**src/rtl/dsp_fit_scheduler.sv**
```systemverilog
// dsp_fit_scheduler: round-robin dispatcher driving NDSP multiply-accumulate lanes for the fitter
// Optional feature macro: DSPSCHED_STALL_EN (adds HOLD, which freezes the whole scheduler)
// Ports:
//   CLOCK      system clock, rising edge
//   RESET      synchronous reset, active-low
//   HOLD       (DSPSCHED_STALL_EN only) freeze counters, busy flags, result line and FSM
//   DV, EV     combination valid / end of event
//   READY      a combination can be accepted this cycle
//   MODECP     per-lane load-first-product control
//   MODE0      per-lane accumulate control
//   COEF_IDX   per-lane 6-bit coefficient index
//   RES_VALID, RES_LANE, RES_EOE   result strobe, its lane and its end-of-event tag
//   EV_DONE    one-cycle pulse when the event has fully drained
//   state_out  FSM state (0 IDLE, 1 RUN, 2 DRAIN, 3 DONE)
module dsp_fit_scheduler #(
    parameter int NDSP    = 4,
    parameter int NCOEF   = 6,
    parameter int DSP_LAT = 3
) (
    input  logic              CLOCK,
    input  logic              RESET,
`ifdef DSPSCHED_STALL_EN
    input  logic              HOLD,
`endif
    input  logic              DV,
    input  logic              EV,
    output logic              READY,
    output logic [NDSP-1:0]   MODECP,
    output logic [NDSP-1:0]   MODE0,
    output logic [NDSP*6-1:0] COEF_IDX,
    output logic              RES_VALID,
    output logic [2:0]        RES_LANE,
    output logic              RES_EOE,
    output logic              EV_DONE,
    output logic [1:0]        state_out
);
    localparam int L  = NCOEF + DSP_LAT;
    localparam int RW = (NDSP > 1) ? $clog2(NDSP) : 1;

    typedef enum logic [1:0] {IDLE = 2'd0, RUN = 2'd1, DRAIN = 2'd2, DONE = 2'd3} state_t;

    state_t              state, nstate;
    logic [RW-1:0]       rr;
    logic [NDSP-1:0]     busy;
    logic [5:0]          cnt [NDSP];
    logic [L-1:0]        lv, le;
    logic [L-1:0][2:0]   ll;
    logic                hold, accept, drained;

`ifdef DSPSCHED_STALL_EN
    assign hold = HOLD;
`else
    assign hold = 1'b0;
`endif

    assign READY   = RESET & ~hold & (state == IDLE || state == RUN) & ~busy[rr];
    assign accept  = DV & READY;
    // The result line is entered at accept and sized so its last stage lines up with the DSP output;
    // the event is drained once nothing remains ahead of that last stage.
    assign drained = ~|busy & ~|lv[L-2:0];

    always_comb begin
        nstate = state;
        case (state)
            IDLE:    nstate = accept ? (EV ? DRAIN : RUN) : ((EV && !DV) ? DRAIN : IDLE);
            RUN:     nstate = ((accept && EV) || (EV && !DV)) ? DRAIN : RUN;
            DRAIN:   nstate = drained ? DONE : DRAIN;
            default: nstate = IDLE;
        endcase
    end

    always_ff @(posedge CLOCK) begin
        if (!RESET) begin
            state <= IDLE;
            rr    <= '0;
            busy  <= '0;
            for (int l = 0; l < NDSP; l++) cnt[l] <= '0;
            lv    <= '0;
            le    <= '0;
            ll    <= '0;
        end else if (!hold) begin
            state <= nstate;
            for (int l = 0; l < NDSP; l++) begin
                if (busy[l]) begin
                    if (cnt[l] == 6'(NCOEF - 1)) begin
                        busy[l] <= 1'b0;
                        cnt[l]  <= '0;
                    end else begin
                        cnt[l]  <= cnt[l] + 6'd1;
                    end
                end
            end
            if (accept) begin
                busy[rr] <= 1'b1;
                cnt[rr]  <= '0;
                rr       <= (rr == RW'(NDSP - 1)) ? '0 : rr + 1'b1;
            end
            lv <= {lv[L-2:0], accept};
            le <= {le[L-2:0], accept & EV};
            ll <= {ll[L-2:0], 3'(rr)};
        end
    end

    always_comb begin
        MODECP   = '0;
        MODE0    = '0;
        COEF_IDX = '0;
        for (int l = 0; l < NDSP; l++) begin
            MODECP[l]         = busy[l] & (cnt[l] == 6'd0) & ~hold;
            MODE0[l]          = busy[l] & (cnt[l] != 6'd0) & ~hold;
            COEF_IDX[l*6 +: 6] = busy[l] ? cnt[l] : 6'd0;
        end
    end

    assign RES_VALID = lv[L-1] & ~hold;
    assign RES_LANE  = ll[L-1];
    assign RES_EOE   = le[L-1] & RES_VALID;
    assign EV_DONE   = (state == DONE) & ~hold;
    assign state_out = state;
endmodule

```
**config.mk**
```make
export PLATFORM = sky130hd
export DESIGN_NAME = dsp_fit_scheduler
export DESIGN_NICKNAME = d
export VERILOG_FILES = /design/src/rtl/dsp_fit_scheduler.sv
export SDC_FILE = /design/constraint.sdc
export NUM_CORES = 1
export LEC_CHECK = 0
export CORE_ASPECT_RATIO = 1.1
export CORE_UTILIZATION = 27
export CTS_CLUSTER_SIZE = 28
export DETAILED_ROUTE_END_ITERATION = 7
export PLACE_DENSITY = 0.46
export RECOVER_POWER = 25
export SETUP_SLACK_MARGIN = 0.5
export SYNTH_ARGS = -nofsm -noshare
export SYNTH_HDL_FRONTEND = slang
export SYNTH_SLANG_ARGS = --single-unit
```
**constraint.sdc**
```tcl
create_clock -name CLOCK -period 1.6 [get_ports CLOCK]
set_input_delay 0.4 -clock CLOCK [delete_from_list [all_inputs] [get_ports CLOCK]]
set_output_delay 0.4 -clock CLOCK [all_outputs]
set_load 0.02 [all_outputs]
```
==> run summary <==
The full die area came out at 0.0111 sq mm. Timing would allow up to 530 MHz. Synthesis produced a netlist with a net count of 332. The number of global-route vias before repair was 2499. The run gives -568 ps as the pre-CTS setup slack.

The combined buffer and inverter count along the critical path was 1; the synthesized area divided by synthesized cell count was 9.28 sq um. In this run, synthesis inferred 0 flip-flops with an integrated enable. The final worst clock skew was 4.40 ps; the worst-margin pin slew was 746 ps. The checks that failed: setup timing. The flow ran to the end, but the final reports show violations. For this run, the post-layout net count is 465. The overall die height is 111 um, and the routed wirelength normalized by instance count is 11.7 um. Global routing used 13.5% of the available tracks across all layers. The run gives 0 as the initial antenna violation count. The most used flip-flop cell after synthesis is sky130_fd_sc_hd__dfxtp_1.

The tree is rooted in a sky130_fd_sc_hd__clkbuf_16. The count of inserted antenna diode cells was 0; the post-synthesis cell area was 0.00289 sq mm. For this run, the register share of the synthesized area comes to 47.0%. The cell count after synthesis came out at 312. Setup repair after global routing could not meet its margin everywhere. The cell class contributing the biggest share of worst-path delay is multiplexers. The worst hold margin was 429 ps; the post-detailed-routing wire length was 6920 um. The first detailed-routing pass took 4 iterations.

The logs give 0 for the total count of max-transition violations in the final report and 70 for the detailed router's first-iteration violation count. TritonCTS built the clock tree. Relative to the synthesized area, the layout overhead comes to 71.4%. For the finished layout, the period the worst path requires is 1890 ps. Using the TritonRoute via totals, the vias-per-cell ratio works out to 4.25. The arrival time of data at the critical path endpoint is 2090 ps.

The synthesized design devotes to its leading area cell type 47.0% of total area. The standard cell core area came out at 0.0104 sq mm. After detailed routing, the number of remaining DRC violations is 0. Clock-pin slew was measured on the worst setup and hold paths at 60 ps. The total chip power is 0.00473 W, and the fraction of layout instances using a drive strength above 1 is 56.2%. Of all nets on the critical path, the largest fanout is 6. On the critical path, the stage with the largest delay is an instance of sky130_fd_sc_hd__mux4_2. After floorplanning, the core was divided into 39 placement rows.

Counting the buffers created by CTS gives 9. Clock tree buffer depth: 2. By area the synthesized netlist is led by sky130_fd_sc_hd__dfxtp_1, sky130_fd_sc_hd__and2_1, sky130_fd_sc_hd__ha_1, sky130_fd_sc_hd__nor2_1, sky130_fd_sc_hd__a21oi_1. The H-tree was split into 3 levels.

The via total after detailed routing is 2520. Post-place instance area: 0.00416 sq mm. The biggest area contributor in the post-synthesis netlist is sky130_fd_sc_hd__dfxtp_1. Critical setup path kind: flip-flop to flip-flop. The peak per-stage delay on the critical path was 520 ps. Portion of the clock cycle consumed by the worst path in the final layout: 118%. At the end of routability-driven placement, the weighted congestion stood at 0.744.

At the later pin of the worst-skew pair, clock insertion delay measures 330 ps. Data on the critical path is required at its endpoint by 1810 ps. The logs give 0 for the final hold violation count and 42 for the number of distinct standard cells referenced by the synthesized netlist.

Entering global routing, the biggest net connects 23 pins. For this configuration, the core starts out at a cell density of 27.8%. The maximum resistive drop on vdd is 536 uV.

The tools report the post-route worst setup slack as -286 ps. Traced cell by cell, the critical path runs through mux4_2 > buf_6 > or3b_4 > o21ai_4 > nor2_1. In this run the remaining antenna-violating nets after routing total 0.

For this design, the sink count on the clock tree is 68. The analysis attributes to cell leakage a power of 2.07 nW. The capturing element type of the critical path was a flip-flop. After legalization and detailed placement, the total HPWL measured 4430 um. In this run the tool buffered the top-level ports with 43 buffer cells.

The run gives 0.00496 sq mm as the post-layout instance area. For the utilization after layout, the log shows 47.7%. The first global-routing pass estimated 11700 um of wire.

Synthesis inferred 68 register bits. 45 I/O pins were placed. Number of failing setup endpoints in the final timing report: 46. The class of the tightest hold or removal check is flip-flop to flip-flop. Max-cap violations in this run came to 0.

Measured against its own limit, the worst slew margin works out to 50.3%. During synthesis, Yosys emitted a total of 0 warnings. Dividing total power by cell area gives a power density of 953 mW/mm^2. For this run the aggregate overflow at the end of global routing stands at 0.

The startpoint type of the worst setup path is a flip-flop. For this run, asynchronously set or reset flops after synthesis account for 0%. The die is 101 um wide.
==> worst register-to-register path: stages (launching register included) <==
cell and delay [ps]:
sky130_fd_sc_hd__dfxtp_4 350, sky130_fd_sc_hd__mux4_2 520, sky130_fd_sc_hd__buf_6 150, sky130_fd_sc_hd__or3b_4 430
sky130_fd_sc_hd__o21ai_4 250, sky130_fd_sc_hd__nor2_1 80
==> metal layers <==
layer  GRT usage, %  part of all wire [%]  routed length (um)  up-vias
met5              0                     0                   0        -
met2           21.7                    50                3430       36
met4           3.86                   1.1                  75        0
met1           16.8                    47                3230     1165
li1               -                     -                   -     1313
met3           4.81                   2.6                 181        6
==> layout by cell type (no fill, tap or decap), drive strengths merged, types with 2 or more instances in the layout <==
master	instances
and4	3
clkdlybuf4s50	2
mux2	2
dfxtp	68
nand3	15
nor3b	3
a21boi	2
a32o	3
nand3b	4
and2	55
nor2	24
nor2b	2
inv	23
nand4	5
clkdlybuf4s15	5
a21oi	16
nor3	5
o21a	2
clkbuf	11
a31oi	5
o21ai	10
nor4	3
ha	16
nand2	20
buf	123
xor2	5
==> cell usage after synthesis (2+ instances only) <==
master and n:
sky130_fd_sc_hd__a21boi_0 2, sky130_fd_sc_hd__o21ai_0 7, sky130_fd_sc_hd__o21ai_4 3, sky130_fd_sc_hd__and4_1 3, sky130_fd_sc_hd__mux2_2 2, sky130_fd_sc_hd__nand3b_1 4, sky130_fd_sc_hd__o21a_1 2, sky130_fd_sc_hd__and2_1 54
sky130_fd_sc_hd__nor2_1 24, sky130_fd_sc_hd__xor2_1 5, sky130_fd_sc_hd__ha_1 16, sky130_fd_sc_hd__a32o_1 3, sky130_fd_sc_hd__clkbuf_1 7, sky130_fd_sc_hd__inv_1 19, sky130_fd_sc_hd__nand3_1 15, sky130_fd_sc_hd__nand2_1 20
sky130_fd_sc_hd__a31oi_1 5, sky130_fd_sc_hd__nand4_1 5, sky130_fd_sc_hd__dfxtp_1 68, sky130_fd_sc_hd__nor2b_1 2, sky130_fd_sc_hd__nor3b_1 2, sky130_fd_sc_hd__nor4_1 3, sky130_fd_sc_hd__buf_4 3, sky130_fd_sc_hd__a21oi_1 16
sky130_fd_sc_hd__nor3_1 5
==> flip-flops by register name (all words and copies together) (netlist names) <==
register / flops
RES_LANE: 2
busy: 4
cnt: 24
le: 9
ll: 16
lv: 9
rr: 2
state_out: 2
==> report_power, final <==
group | switching (W) | leakage [nW] | total [W] | internal, W
registers | 0.0000391 | 0.564 | 0.00180 | 0.00176
clock network | 0.000789 | 0.147 | 0.00202 | 0.00123
logic | 0.000418 | 1.36 | 0.000904 | 0.000486
total | 0.00125 | 2.07 | 0.00473 | 0.00348
==> logic make-up after synthesis <==
group | share of synthesized area [%]
adder cells (fa/ha/maj) | 6.92
other | 0.130
AO/OA/AOI/OAI | 10.3
buffers and inverters | 4.28
flip-flops | 47.0
XOR/XNOR | 1.82
AND/OR/NAND/NOR | 28.0
multiplexers | 1.56
==> area by class of cell <==
cell class	count	area [sq um]
Fill cell	1008	5430
Clock inverter	7	81.3
Inverter	19	88.8
Sequential cell	68	1400
Timing Repair Buffer	133	1250
Tap cell	143	179
Multi-Input combinational cell	214	1730
Clock buffer	9	225
==> worst paths after layout <==
check        startpoint     endpoint  slack, ps  depth (start not counted)
max               rr[0]    cnt[1][5]       -290                          5
min              ll[21]  RES_LANE[0]        430                          1
max reg2reg       rr[0]    cnt[1][5]       -290                          5
min reg2reg      ll[21]  RES_LANE[0]        430                          1
==> through the flow <==
stage	TNS, ps	cells
6_report	-6370	593
5_1_grt	-9340	593
4_1_cts	-7290	585
3_5_place_dp	-12340	551
3_3_place_gp	-12410	551
2_1_floorplan	-2130	312
==> what timing repair did <==
item,CTS,global route
hold buffers,0,0
pin swaps,14,18
setup buffers,16,8
gates resized for setup,274,38
gates cloned,2,0
endpoints found under the setup margin,108,74
Power figures use the tool's default switching activity.
